[config.mk]
export PLATFORM = sky130hd
export DESIGN_NAME = pipeline_hazard_controller
export DESIGN_NICKNAME = d
export VERILOG_FILES = /design/src/rtl/pipeline_hazard_controller_pkg.sv /design/src/rtl/load_use_detector.sv /design/src/rtl/pipeline_hazard_controller.sv
export SDC_FILE = /design/constraint.sdc
export NUM_CORES = 1
export LEC_CHECK = 0
export ABC_CLOCK_PERIOD_IN_PS = 3600
export BUFFER_PORTS_ARGS = -buffer_cell sky130_fd_sc_hd__buf_2
export CORE_MARGIN = 10
export CORE_UTILIZATION = 53
export DETAILED_ROUTE_END_ITERATION = 16
export PLACE_DENSITY = 0.8
export SETUP_SLACK_MARGIN = 0.02
export SYNTH_ARGS = -nofsm -noshare
export SYNTH_HDL_FRONTEND = slang
export SYNTH_SLANG_ARGS = --single-unit
export TNS_END_PERCENT = 30
[constraint.sdc]
create_clock -name clk -period 3.6 [get_ports clk]
set_input_delay 1.08 -clock clk [delete_from_list [all_inputs] [get_ports clk]]
set_output_delay 1.08 -clock clk [all_outputs]
set_load 0.05 [all_outputs]
[src/rtl/pipeline_hazard_controller_pkg.sv]
// Shared CPU definitions used by the hazard controller: FSM encoding and register constants.
package pipeline_hazard_controller_pkg;

  typedef enum logic [1:0] {
    StRun     = 2'd0,
    StMemWait = 2'd1,
    StError   = 2'd2
  } hazard_state_e;

  localparam logic [4:0] RegX0 = 5'd0;

endpackage

[src/rtl/load_use_detector.sv]
// Flags an ID instruction that reads the destination of a load currently in EX.
module load_use_detector
  import pipeline_hazard_controller_pkg::*;
(
  input  logic [4:0] rs1_address,
  input  logic [4:0] rs2_address,
  input  logic       uses_rs1,
  input  logic       uses_rs2,
  input  logic [4:0] rd_address,
  input  logic       mem_read,
  output logic       load_use
);

  logic rs1_hit;
  logic rs2_hit;

  assign rs1_hit  = uses_rs1 && (rs1_address == rd_address);
  assign rs2_hit  = uses_rs2 && (rs2_address == rd_address);
  // x0 is never really written, so a load targeting it creates no dependency.
  assign load_use = mem_read && (rd_address != RegX0) && (rs1_hit || rs2_hit);

endmodule

[src/rtl/pipeline_hazard_controller.sv]
// Pipeline stall/flush controller: load-use bubbles, branch squash, memory-wait freeze and timeout.
module pipeline_hazard_controller
  import pipeline_hazard_controller_pkg::*;
#(
  parameter int unsigned TIMEOUT   = 200,
  parameter int unsigned CNT_WIDTH = 32
) (
  input  logic                 clk,
  input  logic                 reset,
  input  logic [4:0]           id_rs1_address,
  input  logic [4:0]           id_rs2_address,
  input  logic                 id_uses_rs1,
  input  logic                 id_uses_rs2,
  input  logic [4:0]           ex_rd_address,
  input  logic                 ex_mem_read,
  input  logic                 ex_branch_taken,
  input  logic                 mem_ram_req,
  input  logic                 ram_ready,
  output logic                 pc_wren,
  output logic                 if_id_wren,
  output logic                 id_ex_wren,
  output logic                 ex_mem_wren,
  output logic                 mem_wb_wren,
  output logic                 if_id_flush,
  output logic                 id_ex_flush,
  output logic                 error,
  output logic [CNT_WIDTH-1:0] stall_count
);

  localparam int unsigned WaitWidth = $clog2(TIMEOUT + 1);
  localparam logic [WaitWidth-1:0] TimeoutVal = WaitWidth'(TIMEOUT);

  hazard_state_e        state_q, state_d;
  logic [WaitWidth-1:0] wait_q, wait_d;
  logic [CNT_WIDTH-1:0] stall_count_q;
  logic                 mem_stall;
  logic                 load_use;

  load_use_detector u_load_use_detector (
    .rs1_address (id_rs1_address),
    .rs2_address (id_rs2_address),
    .uses_rs1    (id_uses_rs1),
    .uses_rs2    (id_uses_rs2),
    .rd_address  (ex_rd_address),
    .mem_read    (ex_mem_read),
    .load_use    (load_use)
  );

  // A ready in the same cycle as the request is a zero-wait access.
  assign mem_stall = mem_ram_req && !ram_ready;

  always_comb begin
    pc_wren     = 1'b0;
    if_id_wren  = 1'b0;
    id_ex_wren  = 1'b0;
    ex_mem_wren = 1'b0;
    mem_wb_wren = 1'b0;
    if_id_flush = 1'b0;
    id_ex_flush = 1'b0;
    if (reset || (state_q == StError) || mem_stall) begin
      // Frozen: the branch in EX stays put, so its flush lands once the pipeline advances.
    end else if (ex_branch_taken) begin
      pc_wren     = 1'b1;
      if_id_wren  = 1'b1;
      id_ex_wren  = 1'b1;
      ex_mem_wren = 1'b1;
      mem_wb_wren = 1'b1;
      if_id_flush = 1'b1;
      id_ex_flush = 1'b1;
    end else if (load_use) begin
      id_ex_wren  = 1'b1;
      ex_mem_wren = 1'b1;
      mem_wb_wren = 1'b1;
      id_ex_flush = 1'b1;
    end else begin
      pc_wren     = 1'b1;
      if_id_wren  = 1'b1;
      id_ex_wren  = 1'b1;
      ex_mem_wren = 1'b1;
      mem_wb_wren = 1'b1;
    end
  end

  always_comb begin
    state_d = state_q;
    wait_d  = wait_q;
    case (state_q)
      StRun: begin
        if (mem_stall) begin
          wait_d  = WaitWidth'(1);
          state_d = (wait_d >= TimeoutVal) ? StError : StMemWait;
        end
      end
      StMemWait: begin
        if (!mem_stall) begin
          wait_d  = '0;
          state_d = StRun;
        end else begin
          // wait_q < TIMEOUT here, so the increment cannot wrap.
          wait_d  = wait_q + WaitWidth'(1);
          state_d = (wait_d >= TimeoutVal) ? StError : StMemWait;
        end
      end
      StError: state_d = StError;
      default: begin
        state_d = StRun;
        wait_d  = '0;
      end
    endcase
  end

  always_ff @(posedge clk) begin
    if (reset) begin
      state_q       <= StRun;
      wait_q        <= '0;
      stall_count_q <= '0;
    end else begin
      state_q <= state_d;
      wait_q  <= wait_d;
      if (!pc_wren && (stall_count_q != {CNT_WIDTH{1'b1}})) begin
        stall_count_q <= stall_count_q + CNT_WIDTH'(1);
      end
    end
  end

  assign error       = (state_q == StError);
  assign stall_count = stall_count_q;

endmodule
==> impl_metrics.yaml <==
sta:
  fmax_mhz: 282
  layout_setup_ws_ns: 0.0558
  max_slew_margin_pct: 60.4
  post-route-period-util_pct: 98.5
  tightest_slew_ns: 0.590
  setup_tns_ns: 0
  final-max-slew-violation-count: 0
  finalClockSkew_ns: 0.00529
  hold_viol: 0
  rsz0062_at_grt: "yes"
  report.final.setup_viol: 0
  min_period_ns: 3.54
worst_setup_path:
  cp.arrival_ns: 2.46
  regToRegEndpoint: "stall_count[19]"
  reg2reg_depth: 7
  slowest_delay_ns: 0.55
  critPathKind: "in -> out"
  r2r_slack_ns: 1.30
  startpoint_type: "input port"
  end_kind: "primary output"
  path_max_fanout: 9
  crit_chain: "buf_2 > or4_1 > o21ai_2 > nor2_1 > a21o_2 > inv_4 > buf_4"
  worstReg2RegStart: "state_q[0]"
  worstPathRequired_ns: 2.52
  cpMaxStageDelayCell: "or4_1"
cells_and_area:
  fin_nets: 382
  drive_gt1_share_pct: 25.1
  fin_area_um2: 2870
  postLayoutCoreUtil_pct: 64.5
  fillers: 396
  syn2layout_area_growth_pct: 15.1
  antenna_cells: 0
min_path:
  holdPathStages: 2
  holdPathEnd: "stall_count[9]"
  hold_path.class: "reg -> reg"
  min_from: "stall_count[9]"
yosys:
  seq_area_frac_synth_pct: 33.7
  synthMuxAreaShare_pct: 4.07
  yosysWarnings: 0
  synth_nets: 327
  synth_compound_area_share_pct: 17.4
  ys_types: 39
  yosys.area_share.adder_pct: 1.51
  synthFlopType: "dfxtp_1"
  netlist_area_um2: 2490
  synthArstFlopShare_pct: 0
  synth_top_family_by_area: "simple AND/OR/NAND/NOR gates"
  syn_inst: 301
  synthXorXnorAreaFrac_pct: 3.87
  syn_avg_cell_area_um2: 8.28
  synth_simple_gate_area_share_pct: 33.4
  ys_seq_elements: 42
  synth_edf_count: 0
clock_tree:
  cts_sinks: 42
  post-cts-setup-buffers: 0
  h-tree-depth: 2
  cts_tree: "yes"
  cts_root_buf: "clkbuf_8"
  postCtsHoldBufs: 0
  clk_latency_ns: 0.29
  cts_max_path_buffers: 2
  clk_pin_slew_ns: 0.08
  cts_inserted_buffers: 5
pwr:
  ir_drop_mv: 0.277
  p_leak_uw: 0.00114
  power_density_nw_per_um2: 309
detailed_routing:
  via_per_inst: 6.19
  vias: 2518
  drtIter0Drc: 124
  wire_per_inst_um: 15.6
  post-route-drc-count: 0
  postRouteAntennaNets: 0
  dr.pass1.iters: 4
  routed_wl_mm: 6.34
die:
  coreArea_um2: 4440
  die_x_um: 88.6
  die_h_um: 88.6
  num_rows: 24
  initial_core_util_pct: 56.1
  die_area_um2: 7850
  io_pins: 63
grt:
  gr-total-overflow: 0
  grt_pass1_vias: 2359
  antenna_found_initial: 0
  grt_pass1_wl_mm: 10.5
  grt_start_max_net_pins: 52
  grt_usage_pct: 16.2
placed_design:
  dp_slack_ns: -0.0221
  port-buffer-count: 62
  dpl_cell_area_um2: 2780
  dpl.hpwl_mm: 4.63
  gp_congestion: 0.877
status:
  status: "completed"
job:
  drv_cap: 0
-- kinds of logic after synthesis --
logic type | after synthesis
XOR/XNOR | 11
multiplexers | 9
flip-flops | 42
buffers and inverters | 23
adder cells (fa/ha/maj) | 3
AO/OA/AOI/OAI | 72
AND/OR/NAND/NOR | 141
-- cell usage in the layout (no fill, tap or decap), types with 2 or more instances in the layout --
cell type	n
xnor2_1	11
buf_4	8
nand2b_1	3
nand4_1	10
or3_1	7
and3_4	4
nand3_1	19
clkbuf_8	6
a21oi_1	32
buf_2	60
mux2_2	5
o31ai_1	20
and3_1	7
o21ai_1	2
mux2_1	4
dfxtp_1	42
o21ai_0	9
nor3b_1	2
nand2_1	17
nor2b_1	12
a41oi_1	2
and4_1	4
or4_1	20
inv_1	2
nor2_1	23
nor3_1	2
and2_1	3
a22oi_1	2
nor4_1	4
and4_4	2
ha_1	3
-- state kept, by name, indices dropped and copies added (netlist names) --
signal and cells:
stall_count 32, wait_q 8, state_q 2
-- metrics by stage --
stage / hold slack (ns) / instances / total power (µW)
finish: 0.498 / 407 / 886
CTS: 0.494 / 407 / 890
global placement: 0.478 / 401 / 589
global route: 0.533 / 407 / 915
detailed placement: 0.482 / 401 / 591
floorplan: 0.495 / 301 / 566
-- layer usage --
| metal | GRT usage, % | vias up | share of wire [%] |
|---|---|---|---|
| met5 | 0 | - | 0 |
| met4 | 4.55 | 0 | 0.90 |
| met3 | 3.40 | 5 | 5.3 |
| met2 | 28.7 | 63 | 51 |
| met1 | 19.3 | 1208 | 43 |
| li1 | - | 1242 | - |
-- critical path, delay by kind of cell --
family	cells	cell delay [ns]
compound gates	2	0.37
buf+inv	3	0.41
simple gates	2	0.61
-- synthesized netlist by cell type, types with 7 or more instances --
cell | count | area [µm²]
a21oi_1 | 32 | 160
nor2b_1 | 12 | 75.1
or3_1 | 7 | 43.8
dfxtp_1 | 42 | 841
xnor2_1 | 11 | 96.3
and3_1 | 7 | 43.8
nor2_1 | 23 | 86.3
or4_1 | 20 | 150
o31ai_1 | 20 | 150
o21ai_0 | 9 | 45.0
clkbuf_1 | 8 | 30.0
nand2_1 | 17 | 63.8
nand4_1 | 10 | 62.6
nand3_1 | 19 | 95.1
-- report_power, final --
group / switching (µW) / internal, µW
combinational: 71.8 / 36.6
clock: 157 / 148
sequential: 4.95 / 468
-- cell type report --
class | count | area [µm²] | share of cell area [%]
Sequential cell | 42 | 841 | 29.3
Tap cell | 52 | 65.1 | 2.27
Timing Repair Buffer | 68 | 360 | 12.6
Inverter | 3 | 13.8 | 0.480
Multi-Input combinational cell | 236 | 1510 | 52.5
Clock buffer | 6 | 82.6 | 2.88
-- what timing repair did --
item,in CTS,in global routing
endpoints found under the setup margin,2,2
pin swaps,0,0
resized for setup,0,5
-- how the worst max path moves through the flow --
stage,startpoint,end,slack [ns],cells past startpoint
finish,ex_rd_address[1],pc_wren,0.06,7
global route,ex_rd_address[1],pc_wren,-0.02,7
CTS,ex_rd_address[1],pc_wren,-0.02,7
detailed placement,ex_rd_address[1],pc_wren,-0.02,7
global placement,ex_rd_address[1],pc_wren,0.003,7
floorplan,ex_rd_address[1],pc_wren,0.01,8
Power figures use the tool's default switching activity.
